**src/rtl/cnn_tile_scheduler.sv**
```systemverilog
// Walks row x input-tile x output-tile beats for one CNN layer, fetching a weight tile per output tile.
// Beats are issued combinationally on dat_rdy while running; DRAIN flushes the datapath before done.
module cnn_tile_scheduler #(
  parameter int HEIGHT_W  = 8,
  parameter int WDIV_W    = 6,
  parameter int DRAIN_CYC = 4
) (
  input  logic                clk,
  input  logic                rst_n,
  input  logic                start,
  input  logic                abort,
  input  logic [HEIGHT_W-1:0] height,
  input  logic [WDIV_W-1:0]   Win_div_Tin,
  input  logic [WDIV_W-1:0]   Wout_div_Tout,
  input  logic                dat_rdy,
  input  logic                wt_ack,
  output logic                wt_req,
  output logic                dat_vld,
  output logic [HEIGHT_W-1:0] h_idx,
  output logic [WDIV_W-1:0]   win_idx,
  output logic [WDIV_W-1:0]   wout_idx,
  output logic                tile_first,
  output logic                tile_last,
  output logic                busy,
  output logic                done,
  output logic                cfg_err
);

  localparam int DCW = (DRAIN_CYC > 1) ? $clog2(DRAIN_CYC) : 1;

  typedef enum logic [2:0] {
    S_IDLE,
    S_WT_REQ,
    S_RUN,
    S_DRAIN,
    S_DONE
  } state_t;

  state_t              r_state;
  logic [HEIGHT_W-1:0] r_height;
  logic [WDIV_W-1:0]   r_win;
  logic [WDIV_W-1:0]   r_wout;
  logic [HEIGHT_W-1:0] r_h;
  logic [WDIV_W-1:0]   r_wi;
  logic [WDIV_W-1:0]   r_wo;
  logic [DCW-1:0]      r_dcnt;
  logic                r_cfg_err;

  state_t              w_state_nxt;
  logic [HEIGHT_W-1:0] w_height_nxt;
  logic [WDIV_W-1:0]   w_win_nxt;
  logic [WDIV_W-1:0]   w_wout_nxt;
  logic [HEIGHT_W-1:0] w_h_nxt;
  logic [WDIV_W-1:0]   w_wi_nxt;
  logic [WDIV_W-1:0]   w_wo_nxt;
  logic [DCW-1:0]      w_dcnt_nxt;
  logic                w_cfg_err_nxt;

  logic w_cfg_ok;
  logic w_beat;
  logic w_h_last;
  logic w_wi_last;
  logic w_wo_last;

  assign w_cfg_ok = (|height) && (|Win_div_Tin) && (|Wout_div_Tout);
  assign w_beat   = (r_state == S_RUN) && dat_rdy;

  // Latched configs are never zero while running, so the minus-one cannot underflow.
  assign w_h_last  = (r_h  == r_height - HEIGHT_W'(1));
  assign w_wi_last = (r_wi == r_win    - WDIV_W'(1));
  assign w_wo_last = (r_wo == r_wout   - WDIV_W'(1));

  always_comb begin
    w_state_nxt   = r_state;
    w_height_nxt  = r_height;
    w_win_nxt     = r_win;
    w_wout_nxt    = r_wout;
    w_h_nxt       = r_h;
    w_wi_nxt      = r_wi;
    w_wo_nxt      = r_wo;
    w_dcnt_nxt    = r_dcnt;
    w_cfg_err_nxt = 1'b0;

    case (r_state)
      S_IDLE: begin
        if (start) begin
          if (w_cfg_ok) begin
            w_state_nxt  = S_WT_REQ;
            w_height_nxt = height;
            w_win_nxt    = Win_div_Tin;
            w_wout_nxt   = Wout_div_Tout;
            w_h_nxt      = '0;
            w_wi_nxt     = '0;
            w_wo_nxt     = '0;
            w_dcnt_nxt   = '0;
          end else begin
            w_cfg_err_nxt = 1'b1;
          end
        end
      end
      S_WT_REQ: begin
        if (wt_ack) w_state_nxt = S_RUN;
      end
      S_RUN: begin
        if (dat_rdy) begin
          if (!w_h_last) begin
            w_h_nxt = r_h + HEIGHT_W'(1);
          end else begin
            w_h_nxt = '0;
            if (!w_wi_last) begin
              w_wi_nxt = r_wi + WDIV_W'(1);
            end else begin
              w_wi_nxt = '0;
              if (!w_wo_last) begin
                w_wo_nxt    = r_wo + WDIV_W'(1);
                w_state_nxt = S_WT_REQ;
              end else begin
                w_wo_nxt    = '0;
                w_dcnt_nxt  = '0;
                w_state_nxt = S_DRAIN;
              end
            end
          end
        end
      end
      S_DRAIN: begin
        if (r_dcnt == DCW'(DRAIN_CYC - 1)) w_state_nxt = S_DONE;
        else                               w_dcnt_nxt  = r_dcnt + DCW'(1);
      end
      S_DONE:  w_state_nxt = S_IDLE;
      default: w_state_nxt = S_IDLE;
    endcase

    // Abort overrides every progression decision made above.
    if (abort && (r_state != S_IDLE)) begin
      w_state_nxt = S_IDLE;
      w_h_nxt     = '0;
      w_wi_nxt    = '0;
      w_wo_nxt    = '0;
      w_dcnt_nxt  = '0;
    end
  end

  always_ff @(posedge clk) begin
    if (!rst_n) begin
      r_state   <= S_IDLE;
      r_height  <= '0;
      r_win     <= '0;
      r_wout    <= '0;
      r_h       <= '0;
      r_wi      <= '0;
      r_wo      <= '0;
      r_dcnt    <= '0;
      r_cfg_err <= 1'b0;
    end else begin
      r_state   <= w_state_nxt;
      r_height  <= w_height_nxt;
      r_win     <= w_win_nxt;
      r_wout    <= w_wout_nxt;
      r_h       <= w_h_nxt;
      r_wi      <= w_wi_nxt;
      r_wo      <= w_wo_nxt;
      r_dcnt    <= w_dcnt_nxt;
      r_cfg_err <= w_cfg_err_nxt;
    end
  end

  assign wt_req     = (r_state == S_WT_REQ);
  assign dat_vld    = w_beat;
  assign h_idx      = r_h;
  assign win_idx    = r_wi;
  assign wout_idx   = r_wo;
  assign tile_first = w_beat && (r_h == '0) && (r_wi == '0);
  assign tile_last  = w_beat && w_h_last && w_wi_last;
  assign busy       = (r_state != S_IDLE);
  assign done       = (r_state == S_DONE);
  assign cfg_err    = r_cfg_err;

endmodule

```
**config.mk**
```make
export PLATFORM = sky130hd
export DESIGN_NAME = cnn_tile_scheduler
export DESIGN_NICKNAME = d
export VERILOG_FILES = /design/src/rtl/cnn_tile_scheduler.sv
export SDC_FILE = /design/constraint.sdc
export NUM_CORES = 1
export LEC_CHECK = 0
export BUFFER_PORTS_ARGS = -buffer_cell sky130_fd_sc_hd__buf_2
export CAP_MARGIN = 20
export CELL_PAD_IN_SITES_DETAIL_PLACEMENT = 1
export CELL_PAD_IN_SITES_GLOBAL_PLACEMENT = 1
export CORE_MARGIN = 5
export CORE_UTILIZATION = 35
export CTS_CLUSTER_SIZE = 16
export DETAILED_ROUTE_END_ITERATION = 7
export PLACE_DENSITY = 0.71
export SYNTH_ARGS = -nofsm -noshare
export SYNTH_HDL_FRONTEND = slang
export SYNTH_SLANG_ARGS = --single-unit
```
**constraint.sdc**
```tcl
create_clock -name clk -period 2.6 [get_ports clk]
set_input_delay 0.26 -clock clk [delete_from_list [all_inputs] [get_ports clk]]
set_output_delay 0.26 -clock clk [all_outputs]
set_load 0.05 [all_outputs]
```
==> metrics, run 1 <==
arrival time at the worst endpoint=2.83 ns; Place WS=-0.0320 ns; switching pwr=0.479 mW; non-filler cells, final=481; mapped cell area=2710 um2; first-pass GRT wire length=12500 um; ys async rst share=0%; grt ovf=0; sw frac=30.4%; Clock Skews=0.00608 ns; worst skew pair latency=0.29 ns; share of layout cells above drive strength 1=26.1%; Netlist cell types=47; worst-margin pin slew=0.458 ns; Slew Limit Fails=0; pin count of the biggest net entering global routing=24; TritonCTS Buffers=5; Nets=414; worst-case clock buffer depth=2; Initial Utilization=35.4%; synthesized area per cell=8.66 um2; Clock Sinks=46; vias per cell=5.09; GR Util All Layers=15.9%; Sequential Power Share=48.9%; DIE WIDTH=98.0 um; antenna violations before repair=0; min Tclk post-route=2.59 ns; placed cell count=472; commonest non-fill, non-tap cell in the layout=buf_2; worst-path fanout max=7; finished layout cell area=3340 um2; Die Y=98.0 um; initial DRC count=94; FMAX=386 MHz; count of state elements after synthesis=46; number of diodes=0; CP Capture Type=flop; Syn Nets=348; Wirelength per Cell=15.8 um; area grow syn2layout=23.4%; HPWL after DPL=6080 um; Detail Route Antenna Nets=0; worst IR drop on VDD=0.000223 V; synth warn=0; Internal Power=1.10 mW; clk slew on worst S/H paths=0.08 ns; MaxCap Viol Count=0; Final Hold Vio Count=0; Cell Area, Placed=3200 um2; EDFF count, synth=0; Pleak=1.43 nW; post-synthesis cell count=313; CTS Hold Bufs=0; unrepaired setup endpoints after global routing=true; worst endpoint required time=2.84 ns; vias in the first global route=2453; DRC Markers=0; Rel. slew slack=69.3%; CTS root buf=clkbuf_8; Core ar.=7650 um2; HP Class=in -> reg; Rows=32; gp weighted congestion=0.830; 1st-pass router iterations=4; post-synthesis sequential area ratio=34.0%; period utilization=99.6%; clock share of power=26.4%; Total Wirelength=7620 um; port buffer count=52; WS Path Type=reg -> reg; Final Worst Setup Slack=0.00940 ns; Total Power=1.58 mW; status=complete, no violations; Setup violations, final=0; most frequent cells in the layout=51 x buf_2, 39 x dfxtp_1, 27 x nor2_1, 23 x mux2i_1, 22 x nor2b_1; worst hold slack=0.242 ns; total number of vias=2450; IO Pins=53; combinational share of power=24.7%; H-tree depth=2; Top FF cell, synth=dfxtp_1; CTS tree=built; filler cell count=927; die area=9600 um2; crit path launch type=flop; total power divided by cell area=471 nW/um2
==> layout make-up <==
type | instances | area, um2 | area share (%)
multi-input cells | 238 | 1730 | 51.6
repair buffers | 71 | 422 | 12.6
clock buffers | 7 | 76.3 | 2.28
flip-flops and latches | 46 | 930 | 27.8
well taps | 102 | 128 | 3.82
inverters | 17 | 63.8 | 1.91
==> per-layer routing <==
metal  vias to the layer above  GRT usage (%)  part of all wire (%)
met3                         4           2.93                   2.4
met4                         0           3.19                  0.60
met2                        37           26.6                    49
met5                         -              0                     0
li1                       1231              -                     -
met1                      1178           21.4                    48
==> synth_stat cells, types with 5 or more instances <==
cell type	number	area, um2
a21oi_1	8	40.0
and3_1	5	31.3
clkbuf_1	10	37.5
dfxtp_1	46	921
ha_1	9	113
inv_1	17	63.8
mux2i_1	23	230
nand2_1	17	63.8
nand3_1	19	95.1
nor2_1	27	101
nor2b_1	22	138
nor4_1	10	62.6
o21ai_0	6	30.0
xnor2_1	19	166
xor2_1	18	158
==> per-stage QoR <==
stage	setup TNS [ns]	utilization, %
final	0	43.7
after global routing	-0.169	43.7
after CTS	-0.00804	43.6
after detailed placement	-0.0482	41.8
after global placement	0	41.8
after floorplan	0	-
==> timing repair <==
item | CTS | global route
endpoints found under the setup margin | 2 | 7
setup buffers | 2 | 0
resized for setup | 11 | 3
pin swaps | 4 | 0
==> sequential cells by signal (all words and copies together) (netlist names) <==
name	count
wout_idx	6
r_win	6
cfg_err	1
r_height	8
win_idx	6
r_wout	6
h_idx	8
r_state	3
r_dcnt	2
==> cells by family after synthesis <==
| logic type | after synthesis | synth area share [%] |
|---|---|---|
| flip-flops | 46 | 34.0 |
| multiplexers | 23 | 8.49 |
| adder cells (fa/ha/maj) | 9 | 4.16 |
| buffers and inverters | 29 | 4.57 |
| XOR/XNOR | 37 | 12.0 |
| AND/OR/NAND/NOR | 132 | 27.1 |
| AO/OA/AOI/OAI | 37 | 9.79 |
==> critical path: stages, from the launching register on <==
cell,delay (ns)
dfxtp_2,0.33
buf_4,0.15
or4_4,0.54
nor4_1,0.32
a211oi_2,0.09
and4b_2,0.39
a21oi_1,0.11
or4b_1,0.50
nand3_1,0.10
==> path summary, 6_finish.rpt <==
| check | cells after the start | slack, ns | from | to |
|---|---|---|---|---|
| setup reg to reg | 8 | 0.009 | r_height[0] | wout_idx[5] |
| setup / recovery | 8 | 0.009 | r_height[0] | wout_idx[5] |
| hold / removal | 3 | 0.24 | height[2] | r_height[2] |
| hold reg to reg | 2 | 0.54 | r_win[1] | r_win[1] |
==> power by group through the flow <==
stage / combinational [mW] / sequential [mW] / clock [mW]
after floorplan: 0.250 / 0.791 / 0
after global placement: 0.361 / 0.784 / 0
after detailed placement: 0.373 / 0.785 / 0
after CTS: 0.388 / 0.770 / 0.429
after global routing: 0.425 / 0.775 / 0.455
final: 0.388 / 0.771 / 0.416
(Power assumes the default switching activity.)
==> inputs of run 2 (changes only) <==
--- a/config.mk
+++ b/config.mk
@@ -10,10 +10,11 @@
 export CELL_PAD_IN_SITES_DETAIL_PLACEMENT = 1
 export CELL_PAD_IN_SITES_GLOBAL_PLACEMENT = 1
 export CORE_MARGIN = 5
-export CORE_UTILIZATION = 35
+export CORE_UTILIZATION = 37
 export CTS_CLUSTER_SIZE = 16
 export DETAILED_ROUTE_END_ITERATION = 7
-export PLACE_DENSITY = 0.71
+export PLACE_DENSITY = 0.75
+export SETUP_SLACK_MARGIN = 0.2
 export SYNTH_ARGS = -nofsm -noshare
 export SYNTH_HDL_FRONTEND = slang
 export SYNTH_SLANG_ARGS = --single-unit
==> metrics, run 2 (synthesis gave the netlist of run 1 again) <==
status=finished, violations left; failing checks=setup timing; DIE WIDTH=95.6 um (-2.5%); H-tree depth=2 (unchanged); Clock Skews=0.00668 ns (+0.000603 ns); Rows=31 (-3.1%); most frequent cells in the layout=51 x buf_2, 37 x dfxtp_1, 23 x mux2i_1, 22 x nor2b_1; clk slew on worst S/H paths=0.09 ns (about the same); unrepaired setup endpoints after global routing=true; CTS root buf=clkbuf_8; antenna violations before repair=0 (unchanged); Largest delay share family, worst path=simple AND/OR/NAND/NOR gates; Place WS=-0.104 ns (-0.0716 ns); CP Capture Type=output pin; grt ovf=0 (unchanged); commonest non-fill, non-tap cell in the layout=buf_2; Reg area=937 um2 (+0.81%); Critical Path Max Stage Delay=0.50 ns (-0.04 ns); TritonCTS Buffers=5 (unchanged); worst IR drop on VDD=0.000193 V (-13%); met1 layer wirelength in the final routing=3580 um (-3.0%); HP Class=in -> reg; Nets=411 (-0.72%); MaxCap Viol Count=0 (unchanged); period utilization=103% (+2.9 points); worst endpoint required time=2.34 ns (-0.50 ns); HPWL after DPL=5970 um (-1.8%); total power divided by cell area=502 nW/um2 (+6.7%); Pleak=1.44 nW (+0.71%); Die Y=95.6 um (-2.5%); FMAX=375 MHz (-2.8%); Final Worst Setup Slack=-0.0666 ns (-0.0760 ns); finished layout cell area=3470 um2 (+3.8%); worst-margin pin slew=0.570 ns (+0.112 ns); worst skew pair latency=0.30 ns (about the same); metal3 WL=269 um (+47%); share of layout cells above drive strength 1=32.7% (+6.6 points); Core ar.=7180 um2 (-6.2%); top layer in use=met4; CTS tree=built; Final Hold Vio Count=0 (unchanged); vias in the first global route=2606 (+6.2%); WS Path Type=reg -> out; Detail Route Antenna Nets=0 (unchanged); first-pass GRT wire length=12900 um (+3.2%); Total Power=1.74 mW (+11%); GR Util All Layers=18.1% (+2.3 points); Initial Utilization=37.8% (+2.3 points); vias per cell=5.24 (+2.8%); Setup violations, final=1 (+1); DRC Markers=0 (unchanged); gp weighted congestion=0.825 (-0.63%); pin count of the biggest net entering global routing=24 (unchanged); initial DRC count=97 (+3.2%); Rel. slew slack=61.7% (-7.5 points); number of diodes=0 (unchanged); WP buf/inv=2 (+1); slowest stage cell, crit path=or4b_4; area grow syn2layout=28.1%; total number of vias=2487 (+1.5%); placed cell count=464 (-1.7%); crit path launch type=flop; 1st-pass router iterations=6 (+2); Wirelength per Cell=16.7 um (+5.6%); arrival time at the worst endpoint=2.41 ns (-0.42 ns); met2 WL=3980 um (+7.5%); worst-case clock buffer depth=2 (unchanged); min Tclk post-route=2.67 ns (+0.0760 ns); Slew Limit Fails=0 (unchanged); Total Wirelength=7950 um (+4.3%); non-filler cells, final=475 (-1.2%); filler cell count=852 (-8.1%); Cell Area, Placed=3170 um2 (-0.74%); die area=9140 um2 (-4.9%); port buffer count=52 (unchanged); worst-path cell chain=inv_2 -> ha_4 -> xor2_1 -> nand2_1 -> or3_1 -> or4b_4 -> nor3b_4 -> buf_6; Clock Sinks=46 (unchanged); worst-path fanout max=2 (-5); IO Pins=53 (unchanged); area occupied by multi-input gates=1840 um2 (+6.4%)
[run 2: cell count changes in the layout (fill, tap and decap cells not counted), moves of 3 or more]
cell / delta
nor2_1: -12
buf_4: -5
o21ai_0: -3
buf_6: +3
nor2_2: +11
[run 2: worst paths after layout]
kind                       start           to  slack (ns)  cells past startpoint
setup / recovery     r_height[0]    tile_last       -0.07                      8
hold / removal    Win_div_Tin[0]     r_win[0]        0.23                      3
setup reg to reg     r_height[0]  wout_idx[4]        0.08                      8
hold reg to reg      wout_idx[0]  wout_idx[0]        0.54                      1
[run 2: final cells by class]
type	count	share of cell area, %
multi-input cells	238	52.9
repair buffers	68	11.5
well taps	99	3.57
flip-flops and latches	46	27.0
clock buffers	6	2.38
inverters	17	1.84
clock inverters	1	0.865
[run 2: metal layers]
metal | global-route usage (%) | vias up
met5 | 0 | -
met4 | 6.16 | 0
met3 | 2.21 | 8
met2 | 31.7 | 37
met1 | 22.8 | 1213
li1 | - | 1229
[run 2: where the power goes]
| group | switching (mW) | leakage (nW) | internal [mW] |
|---|---|---|---|
| Combinational | 0.227 | 1.00 | 0.185 |
| Sequential | 0.0402 | 0.379 | 0.733 |
| Clock | 0.250 | 0.0573 | 0.308 |
| Total | 0.518 | 1.44 | 1.23 |
[run 2: metrics by stage]
stage	util [%]	setup TNS [ns]	hold slack, ns
floorplan	-	0	0.420
global route	48.4	-0.146	0.244
global placement	44.2	0	0.525
detailed placement	44.2	-0.907	0.532
finish	48.4	-0.0666	0.225
CTS	47.6	-0.0734	0.227
[run 2: worst register-to-register path, stage by stage (launching register included)]
cell and delay (ns):
dfxtp_4 0.35, buf_4 0.15, or4_4 0.55, o211a_1 0.26, a211oi_4 0.19, and4b_2 0.30, a211o_4 0.36, a21boi_2 0.16
o22ai_1 0.14
[run 2: repair_timing]
action / CTS / global route
hold buffers: 0 / 0
endpoints found under the setup margin: 25 / 28
pin swaps: 19 / 7
gates resized for setup: 27 / 18
buffers inserted: 4 / 0
